## config.mk

```make
export PLATFORM = sky130hd
export DESIGN_NAME = p2s_rr_sched_flat
export DESIGN_NICKNAME = d
export VERILOG_FILES = /design/src/rtl/p2s_rr_sched_if.sv /design/src/rtl/p2s_rr_sched.sv /design/src/flat_wrapper.sv
export SDC_FILE = /design/constraint.sdc
export NUM_CORES = 1
export LEC_CHECK = 0
export ABC_AREA = 0
export BUFFER_PORTS_ARGS = -buffer_cell sky130_fd_sc_hd__clkbuf_2
export CORE_MARGIN = 2
export CORE_UTILIZATION = 40
export CTS_CLUSTER_DIAMETER = 150
export DETAILED_ROUTE_END_ITERATION = 8
export PLACE_DENSITY = 0.68
export SLEW_MARGIN = 20
export SYNTH_ARGS = -nofsm -noshare
export SYNTH_HDL_FRONTEND = slang
export SYNTH_SLANG_ARGS = --single-unit
```

## constraint.sdc

```tcl
create_clock -name clk -period 1.6 [get_ports clk]
set_clock_uncertainty 0.15 [all_clocks]
set_input_delay 0.08 -clock clk [delete_from_list [all_inputs] [get_ports clk]]
set_output_delay 0.08 -clock clk [all_outputs]
set_load 0.02 [all_outputs]
```

## src/rtl/p2s_rr_sched_if.sv

```systemverilog
// Requester/serial-link bundle for p2s_rr_sched: per-requester words and
// requests in, one-hot grant and qualified serial stream out.
interface p2s_rr_sched_if #(
  parameter int NUM_REQ = 4,
  parameter int WIDTH   = 4
);
  localparam int SRC_W = (NUM_REQ > 1) ? $clog2(NUM_REQ) : 1;

  logic [NUM_REQ-1:0]       req_i;
  logic [NUM_REQ*WIDTH-1:0] data_i;
  logic [NUM_REQ-1:0]       gnt_o;
  logic                     serial_o;
  logic                     valid_o;
  logic [SRC_W-1:0]         src_o;
  logic                     empty_o;

  // Requester side: drives words and requests, watches grant and stream.
  modport master (
    output req_i, data_i,
    input  gnt_o, serial_o, valid_o, src_o, empty_o
  );

  // Scheduler side.
  modport slave (
    input  req_i, data_i,
    output gnt_o, serial_o, valid_o, src_o, empty_o
  );
endinterface

```

## src/rtl/p2s_rr_sched.sv

```systemverilog
// Round-robin scheduler sharing one LSB-first parallel-to-serial path between
// NUM_REQ requesters, with back-to-back words and no idle gap.
module p2s_rr_sched #(
  parameter int NUM_REQ = 4,
  parameter int WIDTH   = 4
) (
  input  logic           clk,
  input  logic           reset,
  p2s_rr_sched_if.slave  bus
);
  localparam int SRC_W = (NUM_REQ > 1) ? $clog2(NUM_REQ) : 1;
  localparam int CNT_W = (WIDTH > 1) ? $clog2(WIDTH) : 1;

  localparam logic [SRC_W-1:0] LAST_REQ = SRC_W'(NUM_REQ - 1);
  localparam logic [CNT_W-1:0] LAST_BIT = CNT_W'(WIDTH - 1);

  generate
    if (NUM_REQ < 2) begin : g_bad_num_req
      $error("p2s_rr_sched: NUM_REQ must be at least 2");
    end
    if (WIDTH < 2) begin : g_bad_width
      $error("p2s_rr_sched: WIDTH must be at least 2");
    end
  endgenerate

  typedef enum logic {
    S_IDLE,
    S_SHIFT
  } state_t;

  state_t             state;
  logic [WIDTH-1:0]   sr;
  logic [CNT_W-1:0]   cnt;
  logic [SRC_W-1:0]   ptr;
  logic [SRC_W-1:0]   src;

  logic               last_bit;
  logic               ready;
  logic               grant;
  logic [SRC_W-1:0]   win_idx;
  logic [WIDTH-1:0]   win_word;
  logic [NUM_REQ-1:0] gnt;
  logic [SRC_W-1:0]   ptr_next;

  // Per-requester word view of the packed data bus.
  logic [WIDTH-1:0] words [NUM_REQ];

  for (genvar g = 0; g < NUM_REQ; g++) begin : g_words
    assign words[g] = bus.data_i[g*WIDTH +: WIDTH];
  end

  assign last_bit = (state == S_SHIFT) && (cnt == LAST_BIT);
  assign ready    = (state == S_IDLE) || last_bit;

  // Rotating priority: first request at or above ptr, otherwise the lowest
  // request below it. Reset low blanks the grant so nothing is captured.
  always_comb begin
    // NOTE: every always_comb output gets a default first; a path that leaves
    // one unassigned would infer a latch.
    grant    = 1'b0;
    win_idx  = '0;
    win_word = '0;
    gnt      = '0;
    if (ready && reset) begin
      for (int k = 0; k < NUM_REQ; k++) begin
        if (!grant && (k >= int'(ptr)) && bus.req_i[k]) begin
          grant    = 1'b1;
          win_idx  = SRC_W'(k);
          win_word = words[k];
          gnt[k]   = 1'b1;
        end
      end
      for (int k = 0; k < NUM_REQ; k++) begin
        if (!grant && bus.req_i[k]) begin
          grant    = 1'b1;
          win_idx  = SRC_W'(k);
          win_word = words[k];
          gnt[k]   = 1'b1;
        end
      end
    end
  end

  assign ptr_next = (win_idx == LAST_REQ) ? '0 : win_idx + 1'b1;

  // A grant always wins over the shift step, which is what lets the next
  // word start in the cycle right after the previous word's last bit.
  always_ff @(posedge clk or negedge reset) begin
    // NOTE: state registers use non-blocking assignments only, so every
    // register in this block sees the pre-edge values of the others.
    if (!reset) begin
      state <= S_IDLE;
      sr    <= '0;
      cnt   <= '0;
      ptr   <= '0;
      src   <= '0;
    end else if (grant) begin
      state <= S_SHIFT;
      sr    <= win_word;
      cnt   <= '0;
      ptr   <= ptr_next;
      src   <= win_idx;
    end else if (state == S_SHIFT) begin
      sr <= sr >> 1;
      if (last_bit) begin
        state <= S_IDLE;
        cnt   <= '0;
      end else begin
        cnt <= cnt + 1'b1;
      end
    end
  end

  // sr shifts in zeros, so it is all-zero whenever the path is idle and
  // serial_o idles low without extra gating.
  assign bus.gnt_o    = gnt;
  assign bus.serial_o = sr[0];
  assign bus.valid_o  = (state == S_SHIFT);
  assign bus.empty_o  = (state != S_SHIFT);
  assign bus.src_o    = src;

  a_gnt_onehot : assert property (@(posedge clk) disable iff (!reset)
    $onehot0(gnt));

  a_gnt_when_ready : assert property (@(posedge clk) disable iff (!reset)
    (|gnt) |-> ready);

  a_empty_matches_valid : assert property (@(posedge clk) disable iff (!reset)
    bus.empty_o == !bus.valid_o);

  a_ptr_in_range : assert property (@(posedge clk) disable iff (!reset)
    ptr <= LAST_REQ);

endmodule

```

## src/flat_wrapper.sv

```systemverilog
// flat-port wrapper written by rule: the top's interface ports become plain ports
module p2s_rr_sched_flat 
#(
  parameter int NUM_REQ = 4,
  parameter int WIDTH   = 4
)
  (clk, reset, bus_req_i, bus_data_i, bus_gnt_o, bus_serial_o, bus_valid_o, bus_src_o, bus_empty_o);
  p2s_rr_sched_if #(.NUM_REQ(NUM_REQ), .WIDTH(WIDTH)) bus_i ();
  input  logic clk;
  input  logic reset;
  input wire logic [$bits(bus_i.req_i)-1:0] bus_req_i;
  input wire logic [$bits(bus_i.data_i)-1:0] bus_data_i;
  output wire logic [$bits(bus_i.gnt_o)-1:0] bus_gnt_o;
  output wire logic [$bits(bus_i.serial_o)-1:0] bus_serial_o;
  output wire logic [$bits(bus_i.valid_o)-1:0] bus_valid_o;
  output wire logic [$bits(bus_i.src_o)-1:0] bus_src_o;
  output wire logic [$bits(bus_i.empty_o)-1:0] bus_empty_o;
  assign bus_i.req_i = bus_req_i;
  assign bus_i.data_i = bus_data_i;
  assign bus_gnt_o = bus_i.gnt_o;
  assign bus_serial_o = bus_i.serial_o;
  assign bus_valid_o = bus_i.valid_o;
  assign bus_src_o = bus_i.src_o;
  assign bus_empty_o = bus_i.empty_o;
  p2s_rr_sched #(.NUM_REQ(NUM_REQ), .WIDTH(WIDTH)) u_core (.clk(clk), .reset(reset), .bus(bus_i));
endmodule
```

After elaboration in Yosys (flattened, before gate mapping)
Index checks and enable logic that the tools add are counted.
- word-level logic and storage cells: 84
- output and inout bits: 9
- flip-flop bits (word level): 11
- input port bits: 22
- eq/ne operators: 2
- multiplexer cells: 50
- reductions and logical operators: 21
- $lt $le $gt $ge: 3
- $add $sub $neg: 2
- bitwise logic cells: 1
- operators by type and width (cell ; count):
    two-way mux 4 bit ; 12
    two-way mux 1 bit ; 27
    two-way mux 2 bit ; 11
    logical AND 1 bit ; 12
    logical NOT 1 bit ; 7
    adder 2 x 1 -> 2 bit, second input constant ; 2
    equality test 2 bit, second input constant ; 2
    greater-or-equal comparator 1 x 2 -> 1 bit, first input constant ; 2
    greater-or-equal comparator 2 bit, first input constant ; 1
    nonzero test 2 bit ; 1
    logical OR 1 bit ; 1
    NOT 1 bit ; 1

Logic depth before layout (Yosys ltp)
Gate-level depths: netlist of run 1.
- depth in word-level cells: 37
- gate-level depth with buffers: 7
- depth with buffers taken out: 6

Worst setup path before layout of run 1
No wires, ideal clock.
- kind: flip-flop to flip-flop
- from: register u_core.state, in the netlist u_core.bus.valid_o
- to: register u_core.sr[0]
- path slack: -0.334 ns
- stages on the path, launching flop included: 7
- period minus slack after synthesis: 1.934 ns
- arrival time: 1.658 ns
- path through: dfrtp_1 buf_6 nor2b_4 or3_4 nand2b_1 a221o_1 o2bb2ai_1
- word-level cells in the longest chain between the ends: 5
- RTL lines (element ; RTL line ; source):
    start, declared ; p2s_rr_sched.sv:31 ; state_t state;
    start signal, assigned ; p2s_rr_sched.sv:92 ; state <= S_IDLE;
    start signal, assigned ; p2s_rr_sched.sv:98 ; state <= S_SHIFT;
    start signal, assigned ; p2s_rr_sched.sv:106 ; state <= S_IDLE;
    logical AND 1 bit / NOT 1 bit (equally long branches) ; p2s_rr_sched.sv:52, p2s_rr_sched.sv:53 ;
    logical OR 1 bit ; p2s_rr_sched.sv:53 ; assign ready = (state == S_IDLE) || last_bit;
    logical AND 1 bit ; p2s_rr_sched.sv:64 ; if (ready && reset) begin
    two-way mux 4 bit / two-way mux 1 bit (equally long branches) ; p2s_rr_sched.sv:64 ;
    two-way mux 4 bit / nonzero test 2 bit (equally long branches) ; n/a ;
    end signal, assigned ; p2s_rr_sched.sv:99 ; sr <= win_word;
    end signal, assigned ; p2s_rr_sched.sv:104 ; sr <= sr >> 1;
    end, declared ; p2s_rr_sched.sv:32 ; logic [WIDTH-1:0] sr;
Parallel ways exist; a longest one is shown, timed or not.
A chain may end at the register's enable or synchronous reset.

Worst setup path after layout of run 1
- from: register u_core.cnt[1]
- to: register u_core.sr[1]
- word-level cells in the longest chain between the ends: 6
- RTL lines (element ; RTL line ; source):
    start, declared ; p2s_rr_sched.sv:33 ; logic [CNT_W-1:0] cnt;
    start signal, assigned ; p2s_rr_sched.sv:109 ; cnt <= cnt + 1'b1;
    equality test 2 bit * ; p2s_rr_sched.sv:52 ; assign last_bit = (state == S_SHIFT) && (cnt == LAST_BIT);
    logical AND 1 bit * ; p2s_rr_sched.sv:52 ;
    logical OR 1 bit * ; p2s_rr_sched.sv:53 ;
    logical AND 1 bit * ; p2s_rr_sched.sv:64 ;
    two-way mux 4 bit / two-way mux 1 bit (equally long branches) ; p2s_rr_sched.sv:64 ;
    two-way mux 4 bit / nonzero test 2 bit (equally long branches) ; n/a ;
Mark *: on every way between the ends. The rest lies on a longest branch, timed or not.

==> results.py, run 1 <==
metrics = {
    "place": {
        "dp_hpwl_um": 2500,
        "placed_cells": 197,
        "gp_congestion": 0.906,
        "io_buffers": 30,
        "placed_cell_area_sq_um": 1350,
    },
    "worst_setup_path": {
        "cp-start-kind": "register",
        "end_kind": "register",
        "arrival_ps": 1870,
        "rrSetupSlack_ps": -280,
        "worstSetupPathType": "register to register",
        "worstPathRequired_ps": 1590,
        "worstPathMaxFanout": 5,
    },
    "timing": {
        "worstMarginPinSlew_ps": 593,
        "holdWs_ps": 4.47,
        "max_freq_mhz": 532,
        "maxSlewViolCount": 0,
        "relSlewSlack_pct": 60.1,
        "worst_slack_ps": -280,
        "layout_min_cycle_time_ps": 1880,
        "final-hold-violation-count": 0,
        "finalSetupViolCount": 13,
        "tns_ps": -2310,
        "post-route-period-util_pct": 117,
        "rsz0062_at_grt": "true",
    },
    "logic_synthesis": {
        "syn-instance-count": 118,
        "synth_seq_area_share_pct": 28.1,
        "synthTopCellsByArea": "dfrtp_1 28%, mux2i_1 6.1%, nand2_1 5.0%",
        "synth.avg_cell_area_sq_um": 8.31,
        "ys_async_sr_fraction_pct": 100,
        "syn_nets": 141,
        "synth_top_cell_area_share_pct": 28.1,
        "ys_warn_count": 0,
        "synth-edff-count": 0,
        "synth_area_leader_cell": "dfrtp_1",
        "synth_cell_types": 36,
        "syn_area_sq_um": 981,
        "synth.ff_latch_count": 11,
        "synthFlopType": "dfrtp_1",
    },
    "floorplanning": {
        "coreArea_sq_um": 2280,
        "fp.dieH_um": 53.5,
        "initial_utilization_pct": 43.1,
        "pin_count": 31,
        "die_x_um": 53.5,
        "die-area_sq_um": 2860,
        "num_rows": 17,
    },
    "outcome": {
        "outcome": "finished with violations",
        "violations": "negative setup slack",
    },
    "drt": {
        "wl_um": 3440,
        "firstDrtPassIters": 4,
        "drtAntennaViolNets": 0,
        "vias": 1245,
        "drt_iter0_drc": 41,
        "route.detailed.vias_per_inst": 5.93,
        "wl_per_cell_um": 16.4,
        "drc": 0,
    },
    "clock_tree": {
        "worstSkewPairLatency_ps": 260,
        "cts.sinks": 11,
        "clock_path_buffers": 2,
        "htree_levels": 1,
        "path_clk_slew_ps": 70,
        "root_buffer": "clkbuf_4",
        "tritoncts": "yes",
        "cts_made_buffers": 3,
    },
    "global_routing": {
        "antenna_found_initial": 0,
        "busiest_layer": "met2",
        "grt_max_degree": 12,
        "use_met1_pct": 30.2,
        "grt_pass1_wl_um": 5200,
        "grt_util_met3_pct": 2.54,
        "grt_pass1_vias": 1172,
        "overflow": 0,
        "grt.total_usage_pct": 25.6,
        "grt_use_met2_pct": 45.9,
    },
    "layout": {
        "drive_gt1_share_pct": 47.8,
        "multiInputGateArea_sq_um": 757,
        "area_delta_synth_final_pct": 62.2,
        "design_area_sq_um": 1590,
        "fillCellCount": 168,
        "n_antenna_cell": 0,
        "fin_nets": 206,
        "regArea_sq_um": 279,
        "instances_no_fill": 210,
    },
    "pwr": {
        "power_leakage_nw": 0.731,
        "p_per_area_nw_per_um2": 1650,
        "peakVddDrop_uv": 890,
        "fin_total_pwr_mw": 2.62,
    },
    "run": {
        "drv_cap": 0,
    },
    "hold_path": {
        "hp-class": "input port to register",
    },
}
state kept, by name, indices dropped and copies added, names as in the netlist:
register            count
u_core.bus.src_o        2
u_core.sr               4
u_core.cnt              2
u_core.bus.valid_o      1
u_core.ptr              2
path summary, 6_finish.rpt:
path,startpoint,to,cells past startpoint
setup / recovery,u_core.cnt[1]$_DFFE_PN0P_,u_core.sr[1]$_DFFE_PN0P_,6
max in group asynchronous,reset,u_core.ptr[1]$_DFFE_PN0N_,3
hold / removal,bus_data_i[11],u_core.sr[3]$_DFFE_PN0P_,3
min in group asynchronous,reset,u_core.sr[3]$_DFFE_PN0P_,3
setup reg to reg,u_core.cnt[1]$_DFFE_PN0P_,u_core.sr[1]$_DFFE_PN0P_,6
hold reg to reg,u_core.bus.src_o[0]$_DFFE_PN0N_,u_core.bus.src_o[0]$_DFFE_PN0N_,1
where the power goes:
| group | switching (mW) | internal, mW |
|---|---|---|
| Clock | 0.0914 | 0.0964 |
| Combinational | 0.936 | 0.958 |
| Sequential | 0.115 | 0.425 |
| Total | 1.14 | 1.48 |
cells in the final DEF, fill, tap and decap left out, types with 2 or more instances in the layout:
cell           synthesis  routed
a21oi_1                9       8
or3_4                  1       2
dlygate4sd3_1          0       4
o21ai_2                0       2
o21ai_0                7       2
o31a_1                 2       2
nand2_1               13      12
a211oi_1               4       4
and3_1                 2       2
mux2i_4                0       2
buf_4                  0      31
nor3b_1                2       2
a221o_1                4       4
dfrtp_2                0       3
o21a_1                 2       2
buf_6                  2       4
nor2b_1                3       2
clkbuf_2               0      26
o21ai_1                0       3
o2bb2ai_1              4       3
nand3_1                6       5
nor2b_4                1       2
inv_1                  4       3
dfrtp_1               11       8
nand2b_1               3       2
nor2_1                 6       6
o31ai_1                2       2
nor4_1                 2       2
mux2i_1                6       4
o211ai_1               4       4
clkbuf_4               0       3
metal layers:
metal / wire (um) / share of wire [%]
met1: 1350 / 39
met2: 1820 / 53
met3: 191 / 5.6
met4: 79 / 2.3
met5: 0 / 0
metrics by stage:
step | setup WS (ps) | util [%]
floorplan | -276 | -
global placement | -200 | 59.3
detailed placement | -324 | 59.3
CTS | -276 | 68.2
global route | -380 | 69.9
finish | -280 | 69.9
cells by family after synthesis:
family,after synthesis,synth area share (%)
AND/OR/NAND/NOR,45,26.4
AO/OA/AOI/OAI,44,32.0
buffers and inverters,11,6.12
flip-flops,11,28.1
multiplexers,6,6.12
adder cells (fa/ha/maj),1,1.28
timing repair:
action                                 CTS  global route
gates resized for setup                 25            13
setup endpoints to repair               13            14
setup buffers                            5             0
hold buffers                             4             0
endpoints found under the hold margin   14             0
pin swaps                                9            11
cells in the mapped netlist, drive strengths merged, types with 2 or more instances:
library cell	n
o2bb2ai	4
a211oi	4
mux2i	6
o211ai	4
and3	2
nor2b	4
or3	3
nand2b	3
o31a	2
nor3b	2
o21ai	7
o21a	2
clkbuf	2
dfrtp	11
nand2	13
nor4	4
inv	4
nand3	6
a221o	4
nor2	6
a21oi	9
o31ai	2
buf	5
cell type report:
| type | count | area share [%] |
|---|---|---|
| well taps | 28 | 2.20 |
| repair buffers | 67 | 30.0 |
| flip-flops and latches | 11 | 17.5 |
| multi-input cells | 96 | 47.6 |
| clock buffers | 4 | 1.65 |
| inverters | 4 | 1.10 |
worst max-delay path, cell delays in order (launching register included):
cell	delay (ps)
dfrtp_1	400
ha_4	160
nor2b_4	40
or3_4	400
nand2b_4	170
a221o_1	300
o2bb2ai_2	140
Power figures use the tool's default switching activity.
==> inputs of run 2 (changes only) <==
--- a/config.mk
+++ b/config.mk
@@ -11,7 +11,7 @@
 export CORE_UTILIZATION = 40
 export CTS_CLUSTER_DIAMETER = 150
 export DETAILED_ROUTE_END_ITERATION = 8
-export PLACE_DENSITY = 0.68
+export PLACE_DENSITY = 0.65
 export SLEW_MARGIN = 20
 export SYNTH_ARGS = -nofsm -noshare
 export SYNTH_HDL_FRONTEND = slang
==> constraint.sdc (replaced) <==
create_clock -name clk -period 1.85 [get_ports clk]
set_clock_uncertainty 0.15 [all_clocks]
set_input_delay 0.0925 -clock clk [delete_from_list [all_inputs] [get_ports clk]]
set_output_delay 0.0925 -clock clk [all_outputs]
set_load 0.02 [all_outputs]
==> results.py, run 2 (synthesis gave the netlist of run 1 again) <==
metrics = {
    "clock_tree": {
        "cts_made_buffers": 3,
        "htree_levels": 1,
        "clock_path_buffers": 2,
        "path_clk_slew_ps": 60,
        "cts.sinks": 11,
        "root_buffer": "clkbuf_4",
        "worstSkewPairLatency_ps": 270,
        "tritoncts": "yes",
    },
    "layout": {
        "layout_common_cells": "27 x clkbuf_2, 18 x buf_4, 13 x nand2_1",
        "fillCellCount": 200,
        "design_area_sq_um": 1400,
        "final_core_util_pct": 61.7,
        "area_delta_synth_final_pct": 43.1,
        "drive_gt1_share_pct": 40.6,
        "layout_commonest_cell": "clkbuf_2",
        "largest_register_ffs": 4,
        "regMostFlops": "u_core.sr",
        "n_antenna_cell": 0,
        "fin_nets": 189,
    },
    "timing": {
        "relSlewSlack_pct": 77.7,
        "max_freq_mhz": 540,
        "final-hold-violation-count": 0,
        "layout_min_cycle_time_ps": 1850,
        "maxSlewViolCount": 0,
        "rsz0062_at_grt": "true",
        "worstMarginPinSlew_ps": 332,
        "finalSetupViolCount": 1,
        "worst_slack_ps": -0.474,
        "post-route-period-util_pct": 100,
    },
    "place": {
        "placed_cell_area_sq_um": 1260,
        "dp_hpwl_um": 2240,
        "io_buffers": 30,
        "gp_congestion": 0.892,
    },
    "worst_setup_path": {
        "rr_endpoint": "u_core.sr[2]$_DFFE_PN0P_",
        "cpMaxStageDelayCell": "or3_4",
        "critPathLaunch": "u_core.cnt[1]$_DFFE_PN0P_",
        "arrival_ps": 1850,
        "worstPathRequired_ps": 1850,
        "worstPathMaxFanout": 6,
        "critical_path.cell_chain": "ha_4 -> nor2b_4 -> or3_4 -> nand2b_4 -> a221o_1 -> o2bb2ai_1",
        "reg2regPathDepth": 6,
        "critPathMaxStageDelay_ps": 400,
        "critical_path.endpoint": "u_core.sr[2]$_DFFE_PN0P_",
        "worstSetupPathType": "register to register",
        "cp-start-kind": "register",
        "rrSetupSlack_ps": -0.5,
        "end_kind": "register",
        "worstReg2RegStart": "u_core.cnt[1]$_DFFE_PN0P_",
    },
    "pwr": {
        "power.internal_mw": 1.07,
        "netSwitchingPower_uw": 855,
        "combPwrFrac_pct": 67.6,
        "p_per_area_nw_per_um2": 1370,
        "peakVddDrop_uv": 722,
        "seqPwrFrac_pct": 23.9,
        "pwr-share-clk_pct": 8.5,
        "power_leakage_nw": 0.647,
        "swShare_pct": 44.4,
    },
    "drt": {
        "vias": 1124,
        "firstDrtPassIters": 4,
        "drc": 0,
        "drtAntennaViolNets": 0,
        "route.detailed.vias_per_inst": 5.82,
        "drt_iter0_drc": 32,
        "wl_per_cell_um": 14.7,
        "wl_um": 2840,
    },
    "outcome": {
        "outcome": "finished with violations",
        "violations": "negative setup slack",
    },
    "global_routing": {
        "grt.total_usage_pct": 21.1,
        "antenna_found_initial": 0,
        "overflow": 0,
        "grt_pass1_vias": 992,
        "grt_max_degree": 15,
        "grt_pass1_wl_um": 4420,
    },
    "floorplanning": {
        "pin_count": 31,
        "die_x_um": 53.5,
        "initial_utilization_pct": 43.1,
        "num_rows": 17,
        "fp.dieH_um": 53.5,
        "coreArea_sq_um": 2280,
        "die-area_sq_um": 2860,
    },
    "run": {
        "drv_cap": 0,
    },
    "hold_path": {
        "hp-class": "input port to register",
    },
}
## run 2: cell count changes in the layout (fill, tap and decap cells not counted), sizes merged
cell / before / now
buf: 36 / 21
dlygate4sd3: 4 / 2
## run 2: layer usage
layer | global-route usage (%) | wire [um]
met3 | 0.565 | 91
met5 | 0 | 0
met1 | 29.2 | 1290
met2 | 34.0 | 1420
met4 | 9.40 | 43
## run 2: power groups by stage
| stage | combinational, mW | sequential [mW] | clock [mW] |
|---|---|---|---|
| 6_report | 1.30 | 0.460 | 0.163 |
| 3_5_place_dp | 1.21 | 0.446 | 0 |
| 5_1_grt | 1.43 | 0.473 | 0.171 |
| 2_1_floorplan | 0.802 | 0.485 | 0 |
| 3_3_place_gp | 1.18 | 0.445 | 0 |
| 4_1_cts | 1.23 | 0.448 | 0.164 |
## run 2: cell type report
cell class / instances / area [sq um] / share of cell area (%)
tap: 28 / 35.0 / 2.50
timing repair buffer: 50 / 327 / 23.3
inverter: 4 / 15.0 / 1.07
sequential: 11 / 278 / 19.8
clock buffer: 4 / 26.3 / 1.87
multi-input combinational: 96 / 723 / 51.5
## run 2: what timing repair did
item                                   in CTS  in global routing
endpoints found under the hold margin      12                  0
resized for setup                           9                 13
setup endpoints to repair                   9                 10
hold buffers                                2                  0
buffers inserted                            0                  4
pin swaps                                   0                  7
## run 2: worst min path at each step
stage                   start  depth (start not counted)  slack (ps)                              end
2_1_floorplan           reset                          0        -350  u_core.bus.src_o[0]$_DFFE_PN0N_
3_3_place_gp            reset                          2        -110  u_core.bus.src_o[1]$_DFFE_PN0N_
3_5_place_dp            reset                          2        -100  u_core.bus.src_o[0]$_DFFE_PN0N_
4_1_cts        bus_data_i[12]                          3           5         u_core.sr[0]$_DFFE_PN0P_
5_1_grt        bus_data_i[15]                          3          50         u_core.sr[3]$_DFFE_PN0P_
6_report       bus_data_i[12]                          3          10         u_core.sr[0]$_DFFE_PN0P_
## run 2: metrics by stage
step	power, mW	setup slack, ps	cells	TNS [ps]	hold WS, ps
after floorplan	1.29	-25.5	118	-102	-353
after global placement	1.62	39.8	183	0	-106
after detailed placement	1.65	-17.0	183	-17.0	-97.4
after CTS	1.84	-17.7	189	-17.7	5.32
after global routing	2.07	-60.4	193	-192	45.6
final	1.92	-0.474	193	-0.474	12.8
## run 2: worst max-delay path: cells and delay by family (launching register included)
family / cells / cell delay (ps)
flip-flops: 1 / 390
adder cells (fa/ha/maj): 1 / 170
AO/OA/AOI/OAI: 2 / 410
AND/OR/NAND/NOR: 3 / 610
==> inputs of run 3 (changes only) <==
--- a/config.mk
+++ b/config.mk
@@ -7,6 +7,7 @@
 export LEC_CHECK = 0
 export ABC_AREA = 0
 export BUFFER_PORTS_ARGS = -buffer_cell sky130_fd_sc_hd__clkbuf_2
+export CORE_ASPECT_RATIO = 0.7
 export CORE_MARGIN = 2
 export CORE_UTILIZATION = 40
 export CTS_CLUSTER_DIAMETER = 150
==> results.py, run 3 (synthesis gave the netlist of run 1 again) <==
metrics = {
    "timing": {
        "worst_slack_ps": -24.5,
        "relSlewSlack_pct": 76.0,
        "maxSlewViolCount": 0,
        "holdWs_ps": 3.18,
        "post-route-period-util_pct": 101,
        "finalSetupViolCount": 2,
        "rsz0062_at_grt": "true",
        "max_freq_mhz": 533,
        "worstMarginPinSlew_ps": 359,
        "layout_min_cycle_time_ps": 1870,
        "final-hold-violation-count": 0,
    },
    "layout": {
        "layout_commonest_cell": "clkbuf_2",
        "layout_common_cells": "27 x clkbuf_2, 22 x buf_4, 11 x nand2_1",
        "fin_nets": 194,
        "design_area_sq_um": 1440,
        "drive_gt1_share_pct": 41.2,
        "largest_register_ffs": 4,
        "n_antenna_cell": 0,
        "area_delta_synth_final_pct": 46.6,
        "regMostFlops": "u_core.sr",
    },
    "drt": {
        "firstDrtPassIters": 4,
        "route.detailed.vias_per_inst": 5.69,
        "vias": 1149,
        "drtAntennaViolNets": 0,
        "wl_per_cell_um": 15.5,
        "wl_um": 3140,
        "drc": 0,
        "drt_iter0_drc": 74,
    },
    "worst_setup_path": {
        "critical_path.cell_chain": "buf_4 -> nand4b_1 -> or3_4 -> a21oi_2 -> buf_4",
        "worstSetupPathType": "register to primary output",
        "critPathMaxStageDelay_ps": 380,
        "worstPathRequired_ps": 1610,
        "cp_common_cell": "buf_4",
        "end_kind": "primary output",
        "worstPathMaxFanout": 5,
        "arrival_ps": 1630,
        "cp-start-kind": "register",
        "cpMaxStageDelayCell": "dfrtp_2",
    },
    "pwr": {
        "p_per_area_nw_per_um2": 1380,
        "power_leakage_nw": 0.669,
        "peakVddDrop_uv": 727,
        "seqPwrFrac_pct": 23.3,
        "pwr-share-clk_pct": 8.8,
        "power.internal_mw": 1.09,
        "fin_total_pwr_mw": 1.98,
        "netSwitchingPower_uw": 890,
        "swShare_pct": 44.9,
        "combPwrFrac_pct": 68.0,
    },
    "clock_tree": {
        "tritoncts": "yes",
        "path_clk_slew_ps": 80,
        "cts_made_buffers": 3,
        "root_buffer": "clkbuf_4",
        "cts.sinks": 11,
        "clock_path_buffers": 2,
        "htree_levels": 1,
        "worstSkewPairLatency_ps": 280,
    },
    "floorplanning": {
        "die-area_sq_um": 2870,
        "initial_utilization_pct": 43.8,
        "die_x_um": 63.2,
        "num_rows": 14,
        "pin_count": 31,
        "coreArea_sq_um": 2240,
        "fp.dieH_um": 45.4,
    },
    "global_routing": {
        "antenna_found_initial": 0,
        "grt_pass1_vias": 1140,
        "overflow": 0,
        "grt_max_degree": 14,
        "grt_pass1_wl_um": 5300,
        "grt.total_usage_pct": 24.2,
    },
    "hold_path": {
        "hp-class": "input port to register",
    },
    "place": {
        "dp_slack_ps": 4.21,
        "gp_congestion": 0.900,
        "io_buffers": 30,
        "placed_cell_area_sq_um": 1250,
        "dp_hpwl_um": 2400,
    },
    "outcome": {
        "violations": "negative setup slack",
        "outcome": "finished with violations",
    },
    "run": {
        "drv_cap": 0,
    },
}
run 3: cell types whose count changed in the layout (fill, tap and decap cells not counted), moves of 2 or more:
cell | before | now
buf_4 | 18 | 22
dlygate4sd3_1 | 2 | 5
nand2_1 | 13 | 11
o21ai_0 | 3 | 5
o21ai_1 | 4 | 2
run 3: per-stage QoR:
step | utilization, % | cells | setup TNS (ps)
4_1_cts | 61.3 | 199 | -38.7
2_1_floorplan | - | 118 | -102
3_5_place_dp | 55.7 | 187 | 0
3_3_place_gp | 55.7 | 187 | 0
5_1_grt | 64.1 | 202 | -434
6_report | 64.1 | 202 | -26.5
run 3: power by group through the flow:
stage	clock (mW)	sequential, mW	combinational (mW)
finish	0.174	0.461	1.35
global route	0.193	0.474	1.47
CTS	0.175	0.455	1.24
detailed placement	0	0.467	1.16
global placement	0	0.460	1.13
floorplan	0	0.485	0.802
run 3: layer usage:
layer | wire [um] | share of wire, % | track usage, %
met1 | 1430 | 46 | 31.7
met3 | 194 | 6.2 | 5.20
met4 | 64 | 2.0 | 7.83
met2 | 1450 | 46 | 40.9
met5 | 0 | 0 | 0
run 3: timing repair:
| action | 4_1_cts | 5_1_grt |
|---|---|---|
| resized for setup | 7 | 17 |
| cloned | 0 | 0 |
| pin swaps | 0 | 4 |
| endpoints found under the hold margin | 14 | 0 |
| hold buffers | 5 | 0 |
| endpoints found under the setup margin | 5 | 11 |
| buffers inserted | 3 | 3 |
run 3: final cells by class:
class	instances	area [sq um]
inverter	4	15.0
clock buffer	4	26.3
tap	32	40.0
timing repair buffer	55	362
multi-input combinational	96	716
fill	224	805
sequential	11	279
run 3: path summary, 6_finish.rpt:
check / slack [ps] / to / cells past startpoint / start
min in group asynchronous: 140 / u_core.sr[1]$_DFFE_PN0P_ / 3 / reset
min reg2reg: 340 / u_core.bus.src_o[1]$_DFFE_PN0N_ / 2 / u_core.bus.src_o[1]$_DFFE_PN0N_
max reg2reg: 10 / u_core.sr[1]$_DFFE_PN0P_ / 6 / u_core.cnt[1]$_DFFE_PN0P_
max: -20 / bus_gnt_o[2] / 5 / u_core.ptr[1]$_DFFE_PN0N_
max in group asynchronous: 1230 / u_core.ptr[0]$_DFFE_PN0N_ / 3 / reset
min: 3 / u_core.sr[3]$_DFFE_PN0P_ / 3 / bus_data_i[11]
run 3: worst max-delay path: cells and delay by family (launching register included):
family	cells	cell delay, ps
buffers and inverters	2	300
AND/OR/NAND/NOR	2	500
flip-flops	1	380
AO/OA/AOI/OAI	1	180
